--- config.mk ---
export PLATFORM = sky130hd
export DESIGN_NAME = pic_rw_ctrl_flat
export DESIGN_NICKNAME = d
export VERILOG_FILES = /design/src/rtl/pic_rw_if.sv /design/src/rtl/pic_rw_ctrl.sv /design/src/flat_wrapper.sv
export SDC_FILE = /design/constraint.sdc
export NUM_CORES = 1
export LEC_CHECK = 0
export ABC_AREA = 1
export CORE_MARGIN = 4
export CORE_UTILIZATION = 40
export DETAILED_ROUTE_END_ITERATION = 8
export PLACE_DENSITY = 0.63
export REMOVE_ABC_BUFFERS = 1
export SYNTH_ARGS = -nofsm -noshare
export SYNTH_HDL_FRONTEND = slang
export SYNTH_SLANG_ARGS = --single-unit
--- constraint.sdc ---
create_clock -name clk -period 1.3 [get_ports clk]
set_input_delay 0.195 -clock clk [delete_from_list [all_inputs] [get_ports clk]]
set_output_delay 0.195 -clock clk [all_outputs]
set_load 0.005 [all_outputs]
--- src/rtl/pic_rw_if.sv ---
// Bus between the CPU-side strobes / data bus buffer and the PIC read/write control stage.
// The master drives the CPU strobes and write byte; the slave returns flags and register strobes.
interface pic_rw_if;
    logic       cs_n;
    logic       rd_n;
    logic       wr_n;
    logic       a0;
    logic [7:0] din;
    logic       rd_flag;
    logic       wr_flag;
    logic       rd_a0;
    logic       icw1_stb;
    logic       icw2_stb;
    logic       icw3_stb;
    logic       icw4_stb;
    logic       ocw1_stb;
    logic       ocw2_stb;
    logic       ocw3_stb;
    logic [7:0] wr_data;
    logic       init_done;

    modport master (
        output cs_n, rd_n, wr_n, a0, din,
        input  rd_flag, wr_flag, rd_a0,
        input  icw1_stb, icw2_stb, icw3_stb, icw4_stb,
        input  ocw1_stb, ocw2_stb, ocw3_stb,
        input  wr_data, init_done
    );

    modport slave (
        input  cs_n, rd_n, wr_n, a0, din,
        output rd_flag, wr_flag, rd_a0,
        output icw1_stb, icw2_stb, icw3_stb, icw4_stb,
        output ocw1_stb, ocw2_stb, ocw3_stb,
        output wr_data, init_done
    );
endinterface

--- src/rtl/pic_rw_ctrl.sv ---
// 8259A-style read/write control: synchronises CPU strobes, raises read/write flags,
// sequences ICW1..ICW4 and decodes OCW1..OCW3 into one-cycle register strobes.
module pic_rw_ctrl #(
    parameter int SYNC_STAGES = 2
) (
    input  logic     clk,
    input  logic     rst_n,
    pic_rw_if.slave  bus
);

    typedef enum logic [2:0] {
        UNINIT    = 3'd0,
        WAIT_ICW2 = 3'd1,
        WAIT_ICW3 = 3'd2,
        WAIT_ICW4 = 3'd3,
        READY     = 3'd4
    } state_t;

    // Synchroniser chain, bit order {cs_n, rd_n, wr_n, a0}
    logic [3:0] r_sync [SYNC_STAGES];

    always_ff @(posedge clk or negedge rst_n) begin
        if (!rst_n) begin
            for (int i = 0; i < SYNC_STAGES; i++) r_sync[i] <= 4'b0000;
        end else begin
            r_sync[0] <= {bus.cs_n, bus.rd_n, bus.wr_n, bus.a0};
            for (int i = 1; i < SYNC_STAGES; i++) r_sync[i] <= r_sync[i-1];
        end
    end

    logic [3:0] w_sync;
    logic       w_cs_s, w_rd_s, w_wr_s, w_a0_s;
    logic       w_rd_act, w_wr_act, w_ovl, w_wr_fall;

    assign w_sync    = r_sync[SYNC_STAGES-1];
    assign w_cs_s    = w_sync[3];
    assign w_rd_s    = w_sync[2];
    assign w_wr_s    = w_sync[1];
    assign w_a0_s    = w_sync[0];
    assign w_rd_act  = ~w_cs_s & ~w_rd_s &  w_wr_s;
    assign w_wr_act  = ~w_cs_s & ~w_wr_s &  w_rd_s;
    assign w_ovl     = ~w_cs_s & ~w_rd_s & ~w_wr_s;

    logic       r_rd_flag, r_wr_flag, r_rd_a0;
    logic       r_wr_a0, r_wr_armed, r_commit;
    logic [7:0] r_wr_byte;

    assign w_wr_fall = r_wr_flag & ~w_wr_act;

    // A write only commits if wr was seen idle beforehand (so a write already in progress
    // when reset lifts is discarded) and no rd/wr overlap happened during it.
    always_ff @(posedge clk or negedge rst_n) begin
        if (!rst_n) begin
            r_rd_flag  <= 1'b0;
            r_wr_flag  <= 1'b0;
            r_rd_a0    <= 1'b0;
            r_wr_a0    <= 1'b0;
            r_wr_byte  <= 8'h00;
            r_wr_armed <= 1'b0;
            r_commit   <= 1'b0;
        end else begin
            r_rd_flag <= w_rd_act;
            r_wr_flag <= w_wr_act;
            if (w_rd_act) r_rd_a0 <= w_a0_s;
            if (w_wr_act) begin
                r_wr_byte <= bus.din;
                r_wr_a0   <= w_a0_s;
            end
            if (w_wr_s)     r_wr_armed <= 1'b1;
            else if (w_ovl) r_wr_armed <= 1'b0;
            r_commit <= w_wr_fall & r_wr_armed & ~w_ovl;
        end
    end

    state_t     r_state, w_state_next;
    logic       r_sngl, r_ic4, r_init_done;
    logic       w_sngl_next, w_ic4_next, w_init_next;
    logic [6:0] r_stb, w_stb_next;   // {ocw3, ocw2, ocw1, icw4, icw3, icw2, icw1}
    logic [7:0] r_wr_data;

    always_ff @(posedge clk or negedge rst_n) begin
        if (!rst_n) begin
            r_state     <= UNINIT;
            r_sngl      <= 1'b0;
            r_ic4       <= 1'b0;
            r_init_done <= 1'b0;
            r_stb       <= 7'b0;
            r_wr_data   <= 8'h00;
        end else begin
            r_state     <= w_state_next;
            r_sngl      <= w_sngl_next;
            r_ic4       <= w_ic4_next;
            r_init_done <= w_init_next;
            r_stb       <= w_stb_next;
            if (r_commit) r_wr_data <= r_wr_byte;
        end
    end

    always_comb begin
        w_state_next = r_state;
        w_sngl_next  = r_sngl;
        w_ic4_next   = r_ic4;
        w_init_next  = r_init_done;
        w_stb_next   = 7'b0;
        if (r_commit) begin
            if (!r_wr_a0 && r_wr_byte[4]) begin
                // ICW1 restarts initialisation from any state
                w_stb_next[0] = 1'b1;
                w_sngl_next   = r_wr_byte[1];
                w_ic4_next    = r_wr_byte[0];
                w_init_next   = 1'b0;
                w_state_next  = WAIT_ICW2;
            end else begin
                case (r_state)
                    WAIT_ICW2: if (r_wr_a0) begin
                        w_stb_next[1] = 1'b1;
                        if (!r_sngl)    w_state_next = WAIT_ICW3;
                        else if (r_ic4) w_state_next = WAIT_ICW4;
                        else begin
                            w_state_next = READY;
                            w_init_next  = 1'b1;
                        end
                    end
                    WAIT_ICW3: if (r_wr_a0) begin
                        w_stb_next[2] = 1'b1;
                        if (r_ic4) w_state_next = WAIT_ICW4;
                        else begin
                            w_state_next = READY;
                            w_init_next  = 1'b1;
                        end
                    end
                    WAIT_ICW4: if (r_wr_a0) begin
                        w_stb_next[3] = 1'b1;
                        w_state_next  = READY;
                        w_init_next   = 1'b1;
                    end
                    READY: begin
                        if (r_wr_a0)           w_stb_next[4] = 1'b1;
                        else if (!r_wr_byte[3]) w_stb_next[5] = 1'b1;
                        else                    w_stb_next[6] = 1'b1;
                    end
                    default: ;
                endcase
            end
        end
    end

    assign bus.rd_flag   = r_rd_flag;
    assign bus.wr_flag   = r_wr_flag;
    assign bus.rd_a0     = r_rd_a0;
    assign bus.icw1_stb  = r_stb[0];
    assign bus.icw2_stb  = r_stb[1];
    assign bus.icw3_stb  = r_stb[2];
    assign bus.icw4_stb  = r_stb[3];
    assign bus.ocw1_stb  = r_stb[4];
    assign bus.ocw2_stb  = r_stb[5];
    assign bus.ocw3_stb  = r_stb[6];
    assign bus.wr_data   = r_wr_data;
    assign bus.init_done = r_init_done;

endmodule

--- src/flat_wrapper.sv ---
// flat-port wrapper written by rule: the top's interface ports become plain ports
module pic_rw_ctrl_flat 
#(
    parameter int SYNC_STAGES = 2
)
  (clk, rst_n, bus_cs_n, bus_rd_n, bus_wr_n, bus_a0, bus_din, bus_rd_flag, bus_wr_flag, bus_rd_a0, bus_icw1_stb, bus_icw2_stb, bus_icw3_stb, bus_icw4_stb, bus_ocw1_stb, bus_ocw2_stb, bus_ocw3_stb, bus_wr_data, bus_init_done);
  pic_rw_if bus_i ();
  input  logic clk;
  input  logic rst_n;
  input wire logic [$bits(bus_i.cs_n)-1:0] bus_cs_n;
  input wire logic [$bits(bus_i.rd_n)-1:0] bus_rd_n;
  input wire logic [$bits(bus_i.wr_n)-1:0] bus_wr_n;
  input wire logic [$bits(bus_i.a0)-1:0] bus_a0;
  input wire logic [$bits(bus_i.din)-1:0] bus_din;
  output wire logic [$bits(bus_i.rd_flag)-1:0] bus_rd_flag;
  output wire logic [$bits(bus_i.wr_flag)-1:0] bus_wr_flag;
  output wire logic [$bits(bus_i.rd_a0)-1:0] bus_rd_a0;
  output wire logic [$bits(bus_i.icw1_stb)-1:0] bus_icw1_stb;
  output wire logic [$bits(bus_i.icw2_stb)-1:0] bus_icw2_stb;
  output wire logic [$bits(bus_i.icw3_stb)-1:0] bus_icw3_stb;
  output wire logic [$bits(bus_i.icw4_stb)-1:0] bus_icw4_stb;
  output wire logic [$bits(bus_i.ocw1_stb)-1:0] bus_ocw1_stb;
  output wire logic [$bits(bus_i.ocw2_stb)-1:0] bus_ocw2_stb;
  output wire logic [$bits(bus_i.ocw3_stb)-1:0] bus_ocw3_stb;
  output wire logic [$bits(bus_i.wr_data)-1:0] bus_wr_data;
  output wire logic [$bits(bus_i.init_done)-1:0] bus_init_done;
  assign bus_i.cs_n = bus_cs_n;
  assign bus_i.rd_n = bus_rd_n;
  assign bus_i.wr_n = bus_wr_n;
  assign bus_i.a0 = bus_a0;
  assign bus_i.din = bus_din;
  assign bus_rd_flag = bus_i.rd_flag;
  assign bus_wr_flag = bus_i.wr_flag;
  assign bus_rd_a0 = bus_i.rd_a0;
  assign bus_icw1_stb = bus_i.icw1_stb;
  assign bus_icw2_stb = bus_i.icw2_stb;
  assign bus_icw3_stb = bus_i.icw3_stb;
  assign bus_icw4_stb = bus_i.icw4_stb;
  assign bus_ocw1_stb = bus_i.ocw1_stb;
  assign bus_ocw2_stb = bus_i.ocw2_stb;
  assign bus_ocw3_stb = bus_i.ocw3_stb;
  assign bus_wr_data = bus_i.wr_data;
  assign bus_init_done = bus_i.init_done;
  pic_rw_ctrl #(.SYNC_STAGES(SYNC_STAGES)) u_core (.clk(clk), .rst_n(rst_n), .bus(bus_i));
endmodule
; Yosys cells after proc, flatten, opt, wreduce, memory -nomap -nowiden
; Cells that the tools add are included.
[totals]
regBits = 43
input_bits = 14
out_inout_bits = 19
word_cells = 70
[op_classes]
n_eq_ne = 8
muxes = 27
bitwise_logic = 13
n_reduce_logical = 7
[ops]
columns = operator, n
row1 = 2-to-1 mux 3 bit, 7
row2 = 2-to-1 mux 1 bit, 15
row3 = != test 3 x 1 -> 1 bit (second input constant), 4
row4 = one-hot mux 3 bit (3 select lines), 1
row5 = bitwise AND 1 bit, 8
row6 = 2-to-1 mux 7 bit, 1
row7 = equality test 3 x 2 -> 1 bit (second input constant), 2
row8 = 2-to-1 mux 6 bit, 1
row9 = AND reduction 6 bit, 1
row10 = inverter 1 bit, 5
row11 = AND reduction 5 bit, 1
row12 = nonzero test 4 bit, 1
row13 = equality test 3 x 1 -> 1 bit (second input constant), 1
row14 = equality test 3 bit (second input constant), 1
row15 = one-hot mux 1 bit (3 select lines), 1
row16 = 2-to-1 mux 2 bit, 1
row17 = AND reduction 2 bit, 1
row18 = nonzero test 2 bit, 1
row19 = logical AND 1 bit, 1
row20 = logical NOT 1 bit, 1

; Logic depth before layout (Yosys ltp)
[depth]
depth_word = 7
depth_mapped = 9
mapped_depth_nobuf = 8

; Worst setup path before layout
; OpenSTA, ideal clock, no wires.
[synth_timing]
kind = flip-flop to flip-flop
from = register u_core.r_state[0]
to = register u_core.r_state[0]
arrival_time_ns = 0.968
t_required_ns = 1.187
slack_ns = 0.219
path_stages_with_launch = 7
path_buffers = 0
period_less_slack_ns = 1.081
cell_sequence = dfrtp_1 -> o21ai_0 -> nor2_4 -> nor2_2 -> nand2_1 -> nand2_1 -> inv_1
[synth_via]
elab_chain_len = 3
word_cells_on_any_way = 10
[synth_rtl]
columns = item, line_no
row1 = start: declaration, pic_rw_ctrl.sv:75  ; state_t r_state, w_state_next;
row2 = start signal: assignment, pic_rw_ctrl.sv:90  ; r_state <= w_state_next;
row3 = equality test 3 x 2 -> 1 bit or equality test 3 x 1 -> 1 bit (tied branches), pic_rw_ctrl.sv:114  ; case (r_state)
row4 = != test 3 x 1 -> 1 bit (no source line) (tied with other cells), -
row5 = AND reduction 5 bit (no source line) or 2-to-1 mux 3 bit (tied branches), -
; Parallel ways exist; a longest one is shown, timed or not.
; A chain may end at the register's enable or synchronous reset.

; Final worst setup path
[layout_timing]
from = register u_core.r_commit
to = register u_core.r_state[1]
[layout_via]
elab_chain_len = 1
[layout_rtl]
columns = item, line_no
row1 = start: declaration, pic_rw_ctrl.sv:45  ; logic r_wr_a0, r_wr_armed, r_commit;
row2 = start signal: assignment, pic_rw_ctrl.sv:71  ; r_commit <= w_wr_fall & r_wr_armed & ~w_ovl;
row3 = AND reduction 5 bit (no source line), -
; Every way passes these cells.

==> flow_summary.json <==
{
  "synthCells": 145,
  "synthXorXnorAreaFrac": 0,
  "slew_violations": 0,
  "regArea_mm2": 0.00108,
  "cp-start-kind": "flip-flop",
  "clock_skew_ns": 0.00973,
  "dr.pass1.iters": 4,
  "cts_root_buffer": "clkbuf_8",
  "fin_setup_tns_ns": 0,
  "stdcell_count": 237,
  "yosys_warnings": 0,
  "ys_ff_latch": 43,
  "clk_latency_ns": 0.29,
  "synth-compound-area-share": 0.0524,
  "cts_buffers": 5,
  "max_freq_mhz": 872,
  "yosys.area_share.simple": 0.201,
  "min_period_over_period": 0.882,
  "synth_top_area_share": 0.694,
  "fin_nets": 202,
  "worstPathRequired_ns": 1.49,
  "gp_congestion": 0.823,
  "synthMuxAreaShare": 0,
  "slew_headroom": 0.755,
  "die_w_um": 70.3,
  "grt_first_pass_wirelength_um": 4980,
  "status": "finished, final reports clean",
  "max_slew.worst_pin.slew_ns": 0.367,
  "cts_tree": "built",
  "slowest_stage": "dfrtp_1",
  "path_cells": "nand2_2 -> nor2_4 -> nand3_2 -> o21a_1",
  "n_antenna_cell": 0,
  "finalHoldViolCount": 0,
  "die_area_mm2": 0.00494,
  "drive_gt1_frac": 0.127,
  "multiInputGateArea_um2": 393,
  "synth_top_family_by_area": "simple AND/OR/NAND/NOR gates",
  "clockBufferDepth": 2,
  "dp_hpwl_um": 2100,
  "cp_slowest_stage_delay_ns": 0.48,
  "drc": 0,
  "fp-row-count": 22,
  "fillCellCount": 365,
  "core-area_mm2": 0.00372,
  "peakVddDrop_v": 0.000930,
  "end_kind": "flip-flop",
  "grt_pass1_vias": 1135,
  "wl_per_cell_um": 12.0,
  "cp_max_fo": 5,
  "globalRouteOverflowTotal": 0,
  "p_per_area_mw_per_mm2": 1530,
  "utilization": 0.545,
  "synth.distinct_cells": 21,
  "place_worst_setup_slack_ns": 0.0835,
  "io_pins": 33,
  "wirelength_um": 2850,
  "syn-mean-instance-area_um2": 10.7,
  "drt-initial-drc-count": 41,
  "io_buffers": 32,
  "hold_path_class": "input pin to async pin",
  "h-tree-depth": 2,
  "start_util": 0.418,
  "fin_ws_ns": 0.154,
  "path_clk_slew_ns": 0.08,
  "synth-seq-area-share": 0.694,
  "synth_area_mm2": 0.00155,
  "die_y_um": 70.3,
  "synth_fa_ha_area_frac": 0,
  "maxCapViolCount": 0,
  "setup_viol": 0,
  "cts_num_sinks": 43,
  "arrival_ns": 1.34,
  "vias": 1070,
  "vias_per_cell": 4.51,
  "leakagePower_uw": 0.00107,
  "fin_crit_ns": 1.15,
  "placedCellCount": 225,
  "hold_ws_ns": 0.348,
  "grt_setup_unrepaired": "false",
  "synth.area.top_cells": "dfrtp_1, nand2_1, o21ai_0, inv_1, nor2_1",
  "yosys.area.top_type": "dfrtp_1",
  "antenna_found_initial": 0,
  "path_class": "flip-flop to flip-flop",
  "grt_max_degree": 29,
  "ant_nets": 0,
  "syn_to_final_growth_pct": 30.6,
  "grt_use_total": 0.129
}
synth_stat cells:
library cell   n
nor3_1         1
a21oi_2        1
o21ai_0       10
o21bai_1       1
inv_1         12
nor4_1         3
nand3_1        2
nor2_2         3
nor2_4         1
inv_4          1
buf_4          1
nand2_2        2
o21a_1         2
inv_2          1
dfrtp_1       43
nor2_1         5
buf_6          1
nand2_1       52
nand2_4        1
inv_6          1
nand3_2        1
area by class of cell:
class | count | area share
Multi-Input combinational cell | 85 | 0.194
Inverter | 15 | 0.0315
Timing Repair Buffer | 38 | 0.174
Sequential cell | 43 | 0.531
Clock inverter | 1 | 0.00247
Clock buffer | 7 | 0.0377
Tap cell | 48 | 0.0296
cell usage in the layout (no fill, tap or decap), types with 2 or more instances in the layout:
| master | instances |
|---|---|
| dlygate4sd2_1 | 19 |
| clkbuf_1 | 2 |
| clkbuf_8 | 5 |
| nor2_1 | 5 |
| inv_1 | 12 |
| o21a_1 | 2 |
| nand2_2 | 2 |
| nor4_1 | 3 |
| buf_4 | 4 |
| dfrtp_1 | 43 |
| nor2_2 | 3 |
| o21ai_0 | 9 |
| nand2_1 | 52 |
| clkdlybuf4s50_1 | 12 |
| nand3_1 | 2 |
registers in the layout, summed over array words and instances, names as in the netlist:
name / count
u_core.bus.wr_flag: 1
u_core.r_wr_a0: 1
u_core.bus.init_done: 1
u_core.r_sync: 4
u_core.r_state: 3
u_core.bus.wr_data: 8
u_core.r_stb: 7
u_core.r_wr_armed: 1
u_core.r_sngl: 1
u_core.w_sync: 4
u_core.bus.rd_a0: 1
u_core.r_commit: 1
u_core.r_wr_byte: 8
u_core.bus.rd_flag: 1
u_core.r_ic4: 1
per-stage QoR:
stage | power (uW) | instance area [um2]
6_report | 3100 | 2030
5_1_grt | 3320 | 2030
3_3_place_gp | 2340 | 1940
3_5_place_dp | 2360 | 1940
2_1_floorplan | 2010 | 1530
4_1_cts | 3120 | 2030
worst paths after layout:
| path | depth (start not counted) | slack (ns) | from | endpoint |
|---|---|---|---|---|
| setup / recovery | 4 | 0.15 | u_core.r_commit | u_core.r_state[1] |
| hold / removal | 2 | 0.35 | rst_n | u_core.bus.rd_a0 |
| setup reg to reg | 4 | 0.15 | u_core.r_commit | u_core.r_state[1] |
| hold reg to reg | 0 | 0.35 | u_core.r_sync[6] | u_core.w_sync[2] |
| max in group asynchronous | 3 | 0.49 | rst_n | u_core.r_wr_byte[6] |
| min in group clk | 1 | 0.35 | bus_rd_n | u_core.r_sync[6] |
metal layers:
layer	global-route usage	wire, um	vias up
met5	0	0	-
met4	0.0447	31	0
met3	0.0475	172	4
met2	0.202	1370	31
met1	0.164	1280	500
li1	-	-	535
what timing repair did:
item                                    4_1_cts  5_1_grt
hold buffers                                  1        0
hold endpoints to repair                     15        0
endpoints found under the setup margin       19        1
buffers inserted                              3        0
resized for setup                            19        1
logic make-up (layout without fill, tap and decap cells):
family / after synthesis / after routing
AOI/OAI and AO/OA: 14 / 14
buffers and inverters: 17 / 61
DFF: 43 / 43
and+or+nand+nor: 71 / 71
where the power goes:
part | leakage, uW | total (uW) | internal (uW) | switching [uW]
logic | 0.000487 | 592 | 284 | 308
registers | 0.000543 | 1710 | 1550 | 159
clock network | 0.0000422 | 796 | 377 | 419
critical path: cells and delay by family, from the launching register on:
family / cells / cell delay [ns]
flops: 1 / 0.48
simple gates: 3 / 0.45
compound gates: 1 / 0.12
Power figures use the tool's default switching activity.
